--- src/rtl/ksa_sub_pipe_pkg.sv ---
// Shared definitions for the pipelined Kogge-Stone subtractor.
// Holds the default width, the prefix level count and the per-bit generate/propagate pair.
package ksa_sub_pipe_pkg;
  localparam int W_DEF = 8;
  localparam int LVL   = $clog2(W_DEF);

  typedef struct packed {
    logic g;
    logic p;
  } pg_t;
endpackage

--- src/rtl/ksa_prefix_row.sv ---
// One Kogge-Stone prefix level.
// Bits at or above D merge with the bit D places below them; lower bits pass through unchanged.
module ksa_prefix_row
  import ksa_sub_pipe_pkg::*;
#(
  parameter int W = W_DEF,
  parameter int D = 1
) (
  input  pg_t [W-1:0] pg,
  output pg_t [W-1:0] pg_nxt
);

  for (genvar i = 0; i < W; i++) begin : g_bit
    if (i >= D) begin : g_merge
      assign pg_nxt[i].g = pg[i].g | (pg[i].p & pg[i-D].g);
      assign pg_nxt[i].p = pg[i].p & pg[i-D].p;
    end else begin : g_pass
      assign pg_nxt[i] = pg[i];
    end
  end

endmodule

--- src/rtl/ksa_sub_pipe.sv ---
// Two-stage pipelined a - b using a Kogge-Stone carry network with carry-in 1.
// Stage 1 holds p and prefix level 1; stage 2 holds diff/borrow/zero after the remaining levels.
module ksa_sub_pipe
  import ksa_sub_pipe_pkg::*;
#(
  parameter int W = W_DEF
) (
  input  logic         clk,
  input  logic         rst_n,
  input  logic         in_valid,
  output logic         in_ready,
  input  logic [W-1:0] a,
  input  logic [W-1:0] b,
  output logic         out_valid,
  input  logic         out_ready,
  output logic [W-1:0] diff,
  output logic         borrow,
  output logic         zero
);

  localparam int NLVL = $clog2(W);

  pg_t  [W-1:0] pg0;
  pg_t  [W-1:0] pg1;
  logic [W-1:0] p_raw;

  logic         s1_valid;
  logic [W-1:0] s1_p;
  pg_t  [W-1:0] s1_pg;

  logic         s2_adv;
  logic [W-1:0] carry;
  logic [W-1:0] diff_c;
  logic         borrow_c;
  logic         zero_c;
  logic         unused_p;

  // Carry-in of 1 is folded into bit 0's generate.
  always_comb begin
    p_raw = a ^ ~b;
    for (int i = 0; i < W; i++) begin
      pg0[i].p = p_raw[i];
      pg0[i].g = a[i] & ~b[i];
    end
    pg0[0].g = (a[0] & ~b[0]) | p_raw[0];
  end

  ksa_prefix_row #(.W(W), .D(1)) u_lvl1 (
    .pg     (pg0),
    .pg_nxt (pg1)
  );

  assign s2_adv   = !out_valid || out_ready;
  assign in_ready = !s1_valid || s2_adv;

  always_ff @(posedge clk) begin
    if (!rst_n) begin
      s1_valid <= 1'b0;
      s1_p     <= '0;
      s1_pg    <= '0;
    end else if (in_ready) begin
      s1_valid <= in_valid;
      if (in_valid) begin
        s1_p  <= p_raw;
        s1_pg <= pg1;
      end
    end
  end

  pg_t [W-1:0] lvl [1:NLVL];
  assign lvl[1] = s1_pg;

  for (genvar k = 2; k <= NLVL; k++) begin : g_lvl
    ksa_prefix_row #(.W(W), .D(1 << (k - 1))) u_row (
      .pg     (lvl[k-1]),
      .pg_nxt (lvl[k])
    );
  end

  always_comb begin
    carry    = '0;
    unused_p = 1'b0;
    for (int i = 0; i < W; i++) begin
      carry[i] = lvl[NLVL][i].g;
      unused_p = unused_p ^ lvl[NLVL][i].p;
    end
    diff_c    = s1_p ^ {carry[W-2:0], 1'b1};
    borrow_c  = ~carry[W-1];
    zero_c    = ~|diff_c;
  end

  always_ff @(posedge clk) begin
    if (!rst_n) begin
      out_valid <= 1'b0;
      diff      <= '0;
      borrow    <= 1'b0;
      zero      <= 1'b0;
    end else if (s2_adv) begin
      out_valid <= s1_valid;
      if (s1_valid) begin
        diff   <= diff_c;
        borrow <= borrow_c;
        zero   <= zero_c;
      end
    end
  end

endmodule

--- config.mk ---
export PLATFORM = sky130hd
export DESIGN_NAME = ksa_sub_pipe
export DESIGN_NICKNAME = d
export VERILOG_FILES = /design/src/rtl/ksa_sub_pipe_pkg.sv /design/src/rtl/ksa_prefix_row.sv /design/src/rtl/ksa_sub_pipe.sv
export SDC_FILE = /design/constraint.sdc
export NUM_CORES = 1
export LEC_CHECK = 0
export CAP_MARGIN = 20
export CORE_ASPECT_RATIO = 1.75
export CORE_UTILIZATION = 34
export CTS_BUF_LIST = sky130_fd_sc_hd__clkbuf_2 sky130_fd_sc_hd__clkbuf_4 sky130_fd_sc_hd__clkbuf_8
export CTS_CLUSTER_SIZE = 25
export DETAILED_ROUTE_END_ITERATION = 16
export DONT_BUFFER_PORTS = 1
export SLEW_MARGIN = 10
export SYNTH_ARGS = -nofsm -noshare
export SYNTH_HDL_FRONTEND = slang
export SYNTH_HIERARCHICAL = 1
export SYNTH_SLANG_ARGS = --single-unit
--- constraint.sdc ---
create_clock -name clk -period 3.8 [get_ports clk]
set_clock_uncertainty 0.1 [all_clocks]
set_input_delay 0.57 -clock clk [delete_from_list [all_inputs] [get_ports clk]]
set_output_delay 0.57 -clock clk [all_outputs]
set_load 0.1 [all_outputs]
# Yosys cells after proc, flatten, opt, wreduce, memory -nomap -nowiden
# Cells that the tools add are included.
# W data, S select, Z words.
dict set report totals {
  reg_bits 34
  inputBits 20
  output_inout_bits 12
}
dict set report op_classes {
  bitwise 65
  n_reduce_logical 8
}
# op n
set op_table {}
lappend op_table {{$and A1 B1 Y1} 35}
lappend op_table {{$or A1 B1 Y1} 18}
lappend op_table {{$xor A8 B8 Y8} 2}
lappend op_table {{$not A1 Y1} 9}
lappend op_table {{$not A8 Y8} 1}
lappend op_table {{$reduce_or A8 Y1} 1}
lappend op_table {{$reduce_and A2 Y1} 2}
lappend op_table {{$logic_not A1 Y1} 3}
lappend op_table {{$logic_or A1 B1 Y1} 2}

# Longest topological paths before layout
dict set report depth {
  word_depth 7
  depth_mapped 6
  mapped_depth_nobuf 6
}

# Modules after synthesis
# Netlist, hierarchy kept.
# mod n_inst cells_each area_per_inst_um2 seq_area_each_um2
set by_module_without_submodules {}
lappend by_module_without_submodules {ksa_sub_pipe 1 182 1711.6 720.7}
lappend by_module_without_submodules {{ksa_prefix_row at g_lvl[3].u_row} 1 16 120.1 0.0}
lappend by_module_without_submodules {{ksa_prefix_row at g_lvl[2].u_row} 1 16 115.1 0.0}
lappend by_module_without_submodules {{ksa_prefix_row at u_lvl1} 1 16 113.9 0.0}

# Worst setup path after synthesis
# No wires, ideal clock.
dict set report synth_path {
  path_kind {reg2out}
  from {reg out_valid}
  to {out in_ready}
  arrival_time_ps 1490
  setup_slack_ps 1640
  path_stages_with_launch 3
  path_cell_list {dfxtp_1 -> nand3b_4 -> buf_2}
}
dict set report synth_between {
  elab_chain_len 3
}
# element line_no
set synth_lines {}
lappend synth_lines {{start: declaration} ksa_sub_pipe.sv:14} ;# output logic out_valid,
lappend synth_lines {{start signal: assignment} ksa_sub_pipe.sv:99} ;# out_valid <= s1_valid;
lappend synth_lines {{$logic_not A1 Y1} ksa_sub_pipe.sv:53} ;# assign s2_adv = !out_valid || out_ready;
lappend synth_lines {{$logic_or A1 B1 Y1} ksa_sub_pipe.sv:53}
lappend synth_lines {{$logic_or A1 B1 Y1} ksa_sub_pipe.sv:54} ;# assign in_ready = !s1_valid || s2_adv;
lappend synth_lines {{end: declaration} ksa_sub_pipe.sv:11} ;# output logic in_ready,
# No other way between the ends.

# Worst setup path after layout
# Same ends and word-level chain as after synthesis.

==> flow_summary.toml <==
[grt]
grt_usage_pct = 13.6
grt_pass1_wl_mm = 5.98
overflow = 0
antenna_found_initial = 0
grt_pass1_vias = 1278
grt_max_degree = 47

[floorplanning]
die_w_um = 58.1
start_util_pct = 35.4
dieArea_mm2 = 0.00583
rows = 35
ios = 32
die_y_um = 100
core-area_mm2 = 0.00530

[finish]
utilization_pct = 36.4
final_net_count = 221
multiInputGateArea_mm2 = 0.00102
seqCellArea_um2 = 681
area_growth_pct = 2.94
num_antenna_cells = 0
drive_gt1_share_pct = 5.73
fillCellCount = 552

[timing]
finalSetupTns_ns = 0
period_needed_ns = 2.19
setup_viol = 0
hold_viol = 0
period_share_pct = 57.6
drv_slew = 0
rsz0062_at_grt = "no"
clock.fmax_mhz = 457
worstMarginPinSlew_ns = 1.01
maxSlewHeadroom_pct = 32.9

[setup_path]
crit_arrival_ns = 1.52
rrSetupSlack_ns = 1.72
startpoint_type = "register"
reg2reg_from = "out_valid"
max_stage_delay_ns = 0.59
slowest_stage = "nand3b_4"
cp_num_buf_inv = 1
rr_worst_depth = 4
cp.depth = 2
rr_endpoint = "s1_p[1]"
path_cells = "buf_4, nand3b_4"
critPathKind = "register to primary output"
required_ns = 3.13
end_kind = "primary output"
cp_top_family = "simple AND/OR/NAND/NOR gates"
path_max_fanout = 46

[logic_synthesis]
netlist_area_mm2 = 0.00187
syn_nets = 236
syn_inst = 208
syn_avg_cell_area_um2 = 9.01
yosys_warnings = 6

[placed_design]
port_buffers = 0
dpl.hpwl_mm = 2.67
routabilityCongestion = 0.728

[clocking]
clockRootBuffer = "clkbuf_8"
cts_made_buffers = 5
insertion_delay_ns = 0.28
cts_tree = "built"
htree_levels = 2
ctsResizeCount = 0
post-cts-setup-buffer-count = 0
ctsHoldBuffers = 0
cts_sinks = 34
clk_pin_slew_ns = 0.07
clockBufferDepth = 2

[drt]
first_pass_iters = 4
vias = 1369
drt_wl_total_mm = 3.69
wl_per_cell_um = 13.9
vias_per_cell = 5.15
drc = 0
drt-initial-drc-count = 41
ant_nets = 0

[outcome]
status = "complete, no violations"

[worst_hold_path]
min_from = "rst_n"
hold_end = "s1_p[6]"
hold_path.class = "input port to register"
hold_depth = 1

[power_and_ir_drop]
power.density_mw_per_mm2 = 425
vdd_drop_max_mv = 0.123
p_leak_nw = 0.919

[run]
drv_cap = 0
sequential cells by signal, indices dropped and copies added, names as in the netlist:
| name | cells |
|---|---|
| s1_p | 8 |
| borrow | 1 |
| diff | 8 |
| lvl | 14 |
| s1_valid | 1 |
| zero | 1 |
| out_valid | 1 |
worst register-to-register path: cells and delay by family (launching register included):
kind / cells / cell delay [ns]
AOI/OAI and AO/OA: 1 / 0.18
buffers and inverters: 1 / 0.30
DFF: 1 / 0.31
and+or+nand+nor: 2 / 1.09
routing by layer:
metal | track usage (%) | vias up | share of wire (%)
met4 | 6.78 | 0 | 2.5
met5 | 0 | - | 0
met1 | 14.7 | 640 | 41
met2 | 23.8 | 29 | 53
met3 | 3.48 | 7 | 3.2
li1 | - | 693 | -
where the power goes:
part	internal, W	switching (W)
Clock	0.000140	0.000123
Sequential	0.000380	0.0000687
Combinational	0.0000564	0.0000520
Total	0.000576	0.000244
cells in the final DEF (no fill, tap or decap):
cell type and n:
a21o_1 17, and2_2 2, nand3_1 1, dfxtp_1 34, a21boi_0 22, inv_1 11
buf_4 1, nor2_1 1, and3_1 22, nand3b_4 1, a211oi_1 8, nand4_1 1
clkbuf_8 6, ha_1 8, nand2b_1 1, o21a_1 22, a21oi_1 11, and2_1 8
xnor2_1 7, inv_2 1, o211ai_1 1, o21ai_0 1, or3_1 1, o41ai_1 1
nand2_1 2, and2b_1 1
final cells by class:
cell class              count  share of cell area (%)
multi-input cells         139                    52.9
repair buffers              1                   0.389
well taps                  74                    4.80
clock buffers               6                    4.28
flip-flops and latches     34                    35.3
inverters                  12                    2.33
worst max path at each step:
stage,startpoint,to,slack (ns)
after floorplan,out_valid,in_ready,1.64
after detailed placement,out_valid,s1_p[1],1.75
after global placement,out_valid,lvl[39],1.75
final,out_valid,in_ready,1.61
after global routing,s1_valid,in_ready,1.53
after CTS,out_valid,in_ready,1.61
stage by stage:
step	power, W	setup slack, ns	instances	hold WS (ns)	area (um^2)
after floorplan	0.000558	1.64	208	0.360	1870
after global placement	0.000566	1.75	260	0.404	1850
after detailed placement	0.000567	1.75	260	0.407	1850
after CTS	0.000832	1.61	266	0.295	1930
after global routing	0.000863	1.53	266	0.290	1930
final	0.000819	1.61	266	0.305	1930
Power figures use the tool's default switching activity.
